==> src/rtl/aes_inv_key_sched.sv <==
// ---------------------------------------------------------------------------
// aes_inv_key_sched
//   Sequential AES-128 decryption key scheduler. A cipher key is run forward
//   through the key expansion to round 10 (one round per cycle), then the
//   schedule is walked backward and round keys 10..0 are streamed out over a
//   valid/ready handshake. Only one 128-bit round key is stored; the four
//   S-boxes are shared between the forward and the inverse step.
//
//   Parameters
//     SKIP_FWD  1: key_in is already the round-10 key, forward pass skipped
//
//   Ports
//     clk        clock, rising edge
//     rst_n      asynchronous active-low reset
//     clear      synchronous abort back to IDLE
//     key_in     cipher key (round-10 key if SKIP_FWD=1), word0 = [127:96]
//     key_valid  key_in valid
//     key_ready  block can accept a key (IDLE only)
//     rk_out     current round key, word0 = [127:96]
//     rk_round   round index of rk_out (10 down to 0)
//     rk_valid   rk_out/rk_round valid
//     rk_ready   consumer accepts rk_out
//     rk_last    high with rk_valid when rk_round == 0
//     busy       high in FWD or EMIT
//
//   States
//     IDLE | waiting for a key, key_ready high
//     FWD  | forward expansion, ctr = round being produced (1..10)
//     EMIT | streaming round key ctr, stepping backward on each handshake
// ---------------------------------------------------------------------------

// AES S-box computed as GF(2^8) inverse followed by the affine transform.
module aes_sbox (
    input  logic [7:0] a,
    output logic [7:0] y
);

    function automatic logic [7:0] xtime(input logic [7:0] x);
        return {x[6:0], 1'b0} ^ (x[7] ? 8'h1b : 8'h00);
    endfunction

    function automatic logic [7:0] gf_mul(input logic [7:0] x, input logic [7:0] v);
        logic [7:0] p;
        logic [7:0] m;
        p = 8'h00;
        m = x;
        for (int i = 0; i < 8; i++) begin
            if (v[i]) p = p ^ m;
            m = xtime(m);
        end
        return p;
    endfunction

    logic [7:0] x2, x3, x6, x12, x15, x30, x60, x120, x240, x252, inv;

    // a^254 == a^-1 in GF(2^8), and maps 0 to 0 as the S-box needs.
    always_comb begin
        x2   = gf_mul(a, a);
        x3   = gf_mul(x2, a);
        x6   = gf_mul(x3, x3);
        x12  = gf_mul(x6, x6);
        x15  = gf_mul(x12, x3);
        x30  = gf_mul(x15, x15);
        x60  = gf_mul(x30, x30);
        x120 = gf_mul(x60, x60);
        x240 = gf_mul(x120, x120);
        x252 = gf_mul(x240, x12);
        inv  = gf_mul(x252, x2);
    end

    assign y = inv
             ^ {inv[6:0], inv[7]}
             ^ {inv[5:0], inv[7:6]}
             ^ {inv[4:0], inv[7:5]}
             ^ {inv[3:0], inv[7:4]}
             ^ 8'h63;

endmodule

module aes_inv_key_sched #(
    parameter int SKIP_FWD = 0
) (
    input  logic         clk,
    input  logic         rst_n,
    input  logic         clear,
    input  logic [127:0] key_in,
    input  logic         key_valid,
    output logic         key_ready,
    output logic [127:0] rk_out,
    output logic [3:0]   rk_round,
    output logic         rk_valid,
    input  logic         rk_ready,
    output logic         rk_last,
    output logic         busy
);

    typedef enum logic [1:0] {
        S_IDLE = 2'd0,
        S_FWD  = 2'd1,
        S_EMIT = 2'd2
    } state_t;

    state_t       state, state_nxt;
    logic [127:0] key_reg;
    logic [3:0]   ctr;

    logic [31:0]  w0, w1, w2, w3;
    logic [31:0]  sbox_in, rot, sub, t;
    logic [7:0]   rcon;
    logic [127:0] fwd_key, inv_key;
    logic         handshake;

    assign w0 = key_reg[127:96];
    assign w1 = key_reg[95:64];
    assign w2 = key_reg[63:32];
    assign w3 = key_reg[31:0];

    // Backward, the previous w3 is recovered as w3^w2 before feeding the S-boxes.
    assign sbox_in = (state == S_EMIT) ? (w3 ^ w2) : w3;
    assign rot     = {sbox_in[23:0], sbox_in[31:24]};

    for (genvar b = 0; b < 4; b++) begin : g_sbox
        aes_sbox u_sbox (
            .a (rot[8*b +: 8]),
            .y (sub[8*b +: 8])
        );
    end

    always_comb begin
        rcon = 8'h00;
        case (ctr)
            4'd1:    rcon = 8'h01;
            4'd2:    rcon = 8'h02;
            4'd3:    rcon = 8'h04;
            4'd4:    rcon = 8'h08;
            4'd5:    rcon = 8'h10;
            4'd6:    rcon = 8'h20;
            4'd7:    rcon = 8'h40;
            4'd8:    rcon = 8'h80;
            4'd9:    rcon = 8'h1b;
            4'd10:   rcon = 8'h36;
            default: rcon = 8'h00;
        endcase
    end

    assign t = sub ^ {rcon, 24'h000000};

    always_comb begin
        logic [31:0] f0, f1, f2, f3;
        f0 = w0 ^ t;
        f1 = w1 ^ f0;
        f2 = w2 ^ f1;
        f3 = w3 ^ f2;
        fwd_key = {f0, f1, f2, f3};
        inv_key = {w0 ^ t, w1 ^ w0, w2 ^ w1, w3 ^ w2};
    end

    assign handshake = (state == S_EMIT) && rk_ready;

    // State register
    always_ff @(posedge clk or negedge rst_n) begin
        if (!rst_n) state <= S_IDLE;
        else        state <= state_nxt;
    end

    // Next-state logic; clear overrides every handshake
    always_comb begin
        state_nxt = state;
        case (state)
            S_IDLE: if (key_valid) state_nxt = (SKIP_FWD != 0) ? S_EMIT : S_FWD;
            S_FWD:  if (ctr == 4'd10) state_nxt = S_EMIT;
            S_EMIT: if (handshake && ctr == 4'd0) state_nxt = S_IDLE;
            default: state_nxt = S_IDLE;
        endcase
        if (clear) state_nxt = S_IDLE;
    end

    // Outputs
    always_comb begin
        key_ready = (state == S_IDLE);
        rk_valid  = (state == S_EMIT);
        rk_last   = (state == S_EMIT) && (ctr == 4'd0);
        busy      = (state == S_FWD) || (state == S_EMIT);
        rk_out    = key_reg;
        rk_round  = ctr;
    end

    // Key register and round counter
    always_ff @(posedge clk or negedge rst_n) begin
        if (!rst_n) begin
            key_reg <= '0;
            ctr     <= 4'd0;
        end else if (clear) begin
            ctr <= 4'd0;
        end else begin
            case (state)
                S_IDLE: if (key_valid) begin
                    key_reg <= key_in;
                    ctr     <= (SKIP_FWD != 0) ? 4'd10 : 4'd1;
                end
                S_FWD: begin
                    key_reg <= fwd_key;
                    // Round 10 is both the last forward result and the first emitted key.
                    if (ctr != 4'd10) ctr <= ctr + 4'd1;
                end
                S_EMIT: if (handshake && ctr != 4'd0) begin
                    key_reg <= inv_key;
                    ctr     <= ctr - 4'd1;
                end
                default: ;
            endcase
        end
    end

endmodule

==> config.mk <==
export PLATFORM = sky130hd
export DESIGN_NAME = aes_inv_key_sched
export DESIGN_NICKNAME = d
export VERILOG_FILES = /design/src/rtl/aes_inv_key_sched.sv
export SDC_FILE = /design/constraint.sdc
export NUM_CORES = 2
export LEC_CHECK = 0
export CAP_MARGIN = 0
export CELL_PAD_IN_SITES_DETAIL_PLACEMENT = 1
export CELL_PAD_IN_SITES_GLOBAL_PLACEMENT = 2
export CORE_ASPECT_RATIO = 1.5
export CORE_MARGIN = 4
export CORE_UTILIZATION = 31
export DETAILED_ROUTE_END_ITERATION = 8
export GPL_TIMING_DRIVEN = 0
export PLACE_DENSITY = 0.79
export SYNTH_ARGS = -nofsm -noshare
export SYNTH_HDL_FRONTEND = slang
export SYNTH_SLANG_ARGS = --single-unit
==> constraint.sdc <==
create_clock -name clk -period 24.8 [get_ports clk]
set_input_delay 6.2 -clock clk [delete_from_list [all_inputs] [get_ports clk]]
set_output_delay 6.2 -clock clk [all_outputs]
set_load 0.03 [all_outputs]
==> impl_results.md <==
* Status: finished clean
* Net count after synthesis at 7715
* Vias in the first global route at 60971
* Yosys top cell area share at 17.9%
* First-pass GRT wire length at 396000 um
* Fillers at 22921
* Element type at the critical path end: flip-flop
* R2R Path Start: state[0]
* Hold Slack at 0.561 ns
* Yosys reg bits at 134
* Total gr overflow at 0
* Clock Skews at 0.0173 ns
* Post-synth ARST share at 100%
* Die Span Y at 545 um
* Slew Viols, Final at 0
* F_max at 42.2 MHz
* Start point of the critical path: state[0]
* Via count at 59674
* CP peak stage delay at 0.85 ns
* Synth top area cells: xnor2_1 (18%), xnor3_1 (13%), xor2_1 (6.2%)
* CTS Buffer Depth at 2
* Number of flops mapped to enable cells by yosys at 0
* First-pass DRT Iterations at 6
* NumNets Final at 8051
* Slew margin rel. at 4.93%
* Synth area leader: xnor2_1
* WL/cell at 25.8 um
* Yosys warns at 0
* Max Cap Viol at 0
* # clock sinks at 134
* Core Area at 0.191 mm2
* FF+latch area at 0.00335 mm2
* Unique masters post-synth at 137
* CTS tree: yes
* Main synth FF type: dfrtp_1
* Worst skew pair latency at 0.48 ns
* Worst Path Max Fanout at 10
* Multi-input combinational cell area at 0.0551 mm2
* Iter 0 DRT Violations at 5043
* Post-Place Cell Area at 0.0653 mm2
* Crit-path slowest cell: xnor2_1
* RR Endpoint: rk_out[41]
* Post-Syn Area at 0.0595 mm2
* Clk root buf: clkbuf_16
* Worst EP arrival at 24.07 ns
* Antenna violations before repair at 32
* CP dominant cell by count: xnor3_1
* Largest net degree at the start of global routing at 93
* Hold Buf Count CTS at 0
* Final period utilization at 95.6%
* Worst slew pin tran at 1.43 ns
* Final Hold Vio Count at 0
* Crit start category: flip-flop
* Post-synthesis sequential area ratio at 5.63%
* Critical Path End: rk_out[41]
* Finished Cell Area at 0.0682 mm2
* Remaining DRCs at 0
* Final Core Density at 35.8%
* Avg Vias per Cell at 5.75
* Worst endpoint required time at 25.17 ns
* Row cnt at 196
* GPL Wtd Cong at 0.955
* R2R Setup Slk at 1.10 ns
* ANT nets after route at 0
* Total CTS buffers at 17
* Post-Route WL at 268000 um
* Kind of critical path: flip-flop to flip-flop
* Min Clock Period, post-route at 23.70 ns
* Top Ports at 269
* Clk slew on worst S/H paths at 0.08 ns
* Layout Area Growth over Synthesis at 14.5%
* Die width at 366 um
* Layout cells sized above 1 at 10.9%
* Synthesized instance count at 7542
* Final-report setup violation count at 0
* Post-DP HPWL at 212000 um
* Die area at 0.199 mm2
* H-tree depth at 4
* Avg Cell Area, Syn at 7.89 um2
* PortBufs at 267
* Initial Util at 31.2%
* GRT Total Usage at 25.6%
* Min-Delay Path Class: flip-flop to flip-flop
* FF-to-FF path depth at 85
-- placed cells by master (no fill, tap or decap), drive strengths merged, types with 91 or more instances in the layout --
master | synthesis | routed
xor2 | 460 | 460
nor2 | 939 | 939
a21oi | 327 | 327
nand2 | 718 | 718
buf | 199 | 250
clkdlybuf4s50 | 0 | 266
o21ai | 383 | 383
nand2b | 95 | 95
xnor2 | 1360 | 1360
a211oi | 91 | 91
mux2i | 181 | 181
nand3 | 170 | 170
inv | 133 | 137
o22ai | 95 | 95
clkbuf | 301 | 319
dfrtp | 134 | 134
xnor3 | 355 | 355
nor3 | 263 | 263
-- routing by layer --
metal	part of all wire (%)	vias to the layer above	track usage [%]
li1	-	27219	-
met1	41	30055	31.5
met2	47	1975	44.1
met3	8.4	397	6.58
met4	2.9	28	7.05
met5	0.082	-	0
-- worst max-delay path, delay by kind of cell, from the launching register on --
kind	cells	cell delay [ns]
simple gates	17	3.18
buf+inv	19	3.74
flops	1	0.42
compound gates	9	2.23
xor+xnor	31	10.96
mux	2	0.33
fa+ha+maj	7	2.65
-- sequential cells by signal, summed over array words and instances, names as in the netlist --
signal    flops
state         2
rk_out      128
rk_round      4
-- metrics by stage --
stage	setup slack, ns	TNS [ns]	cells
after global placement	-3.27	-234.58	10284
after floorplan	3.20	0	7542
final	1.10	0	10381
after detailed placement	-3.70	-293.93	10285
after global routing	-0.0205	-0.0504	10367
after CTS	0.00647	0	10326
-- how the worst min path moves through the flow --
stage,startpoint,end,slack (ns),depth (start not counted)
after floorplan,state[0],state[0],0.50,2
after global placement,state[1],state[1],0.52,2
after detailed placement,state[1],state[1],0.54,2
after CTS,state[1],state[1],0.56,2
after global routing,state[1],state[1],0.58,2
final,state[1],state[1],0.56,2
-- kinds of logic after synthesis --
logic type	synth area share, %
AND/OR/NAND/NOR	20.1
XOR/XNOR	45.3
AO/OA/AOI/OAI	19.6
buffers and inverters	4.70
multiplexers	3.78
flip-flops	5.63
adder cells (fa/ha/maj)	0.887
-- cell usage after synthesis, types with 29 or more instances --
master    count
buf_2       132
o21a_1       31
xnor2_1    1216
mux2i_1     178
a22oi_1      62
inv_2        29
a221oi_1     53
dfrtp_1     134
nor3_1      260
and2_1       57
xor2_1      424
o211ai_1     81
nand3_1     170
nand2b_1     95
nand2_1     711
inv_1       104
xnor2_4      29
nand4_1      32
xnor3_1     338
o31ai_1      40
o21ai_0     300
and3_1       40
nor2_1      922
a211oi_1     87
a32oi_1      40
a222oi_1     31
a31oi_1      58
ha_1         39
or3_1        56
o22ai_1      92
clkbuf_1    301
xor2_2       31
o21ai_1      79
xnor2_2     115
a21oi_1     326
xor3_1       49
mux2_2       36
nor2b_1      49
-- repair_timing --
action	CTS	global route
setup endpoints to repair	128	128
cloned	0	0
resized for setup	133	151
buffers inserted	12	43
pin swaps	13	27
-- cell type report --
class / count / share of cell area (%)
diodes: 15 / 0.0551
plain buffers: 494 / 3.35
clock buffers: 18 / 0.644
clock inverters: 14 / 0.257
inverters: 143 / 0.795
multi-input cells: 6765 / 80.8
flip-flops and latches: 134 / 4.92
well taps: 2475 / 4.54
repair buffers: 323 / 4.61
Power is left out: the tool's default activity adds up to more than one toggle a clock period on the data nets, which glitch-free logic cannot reach.
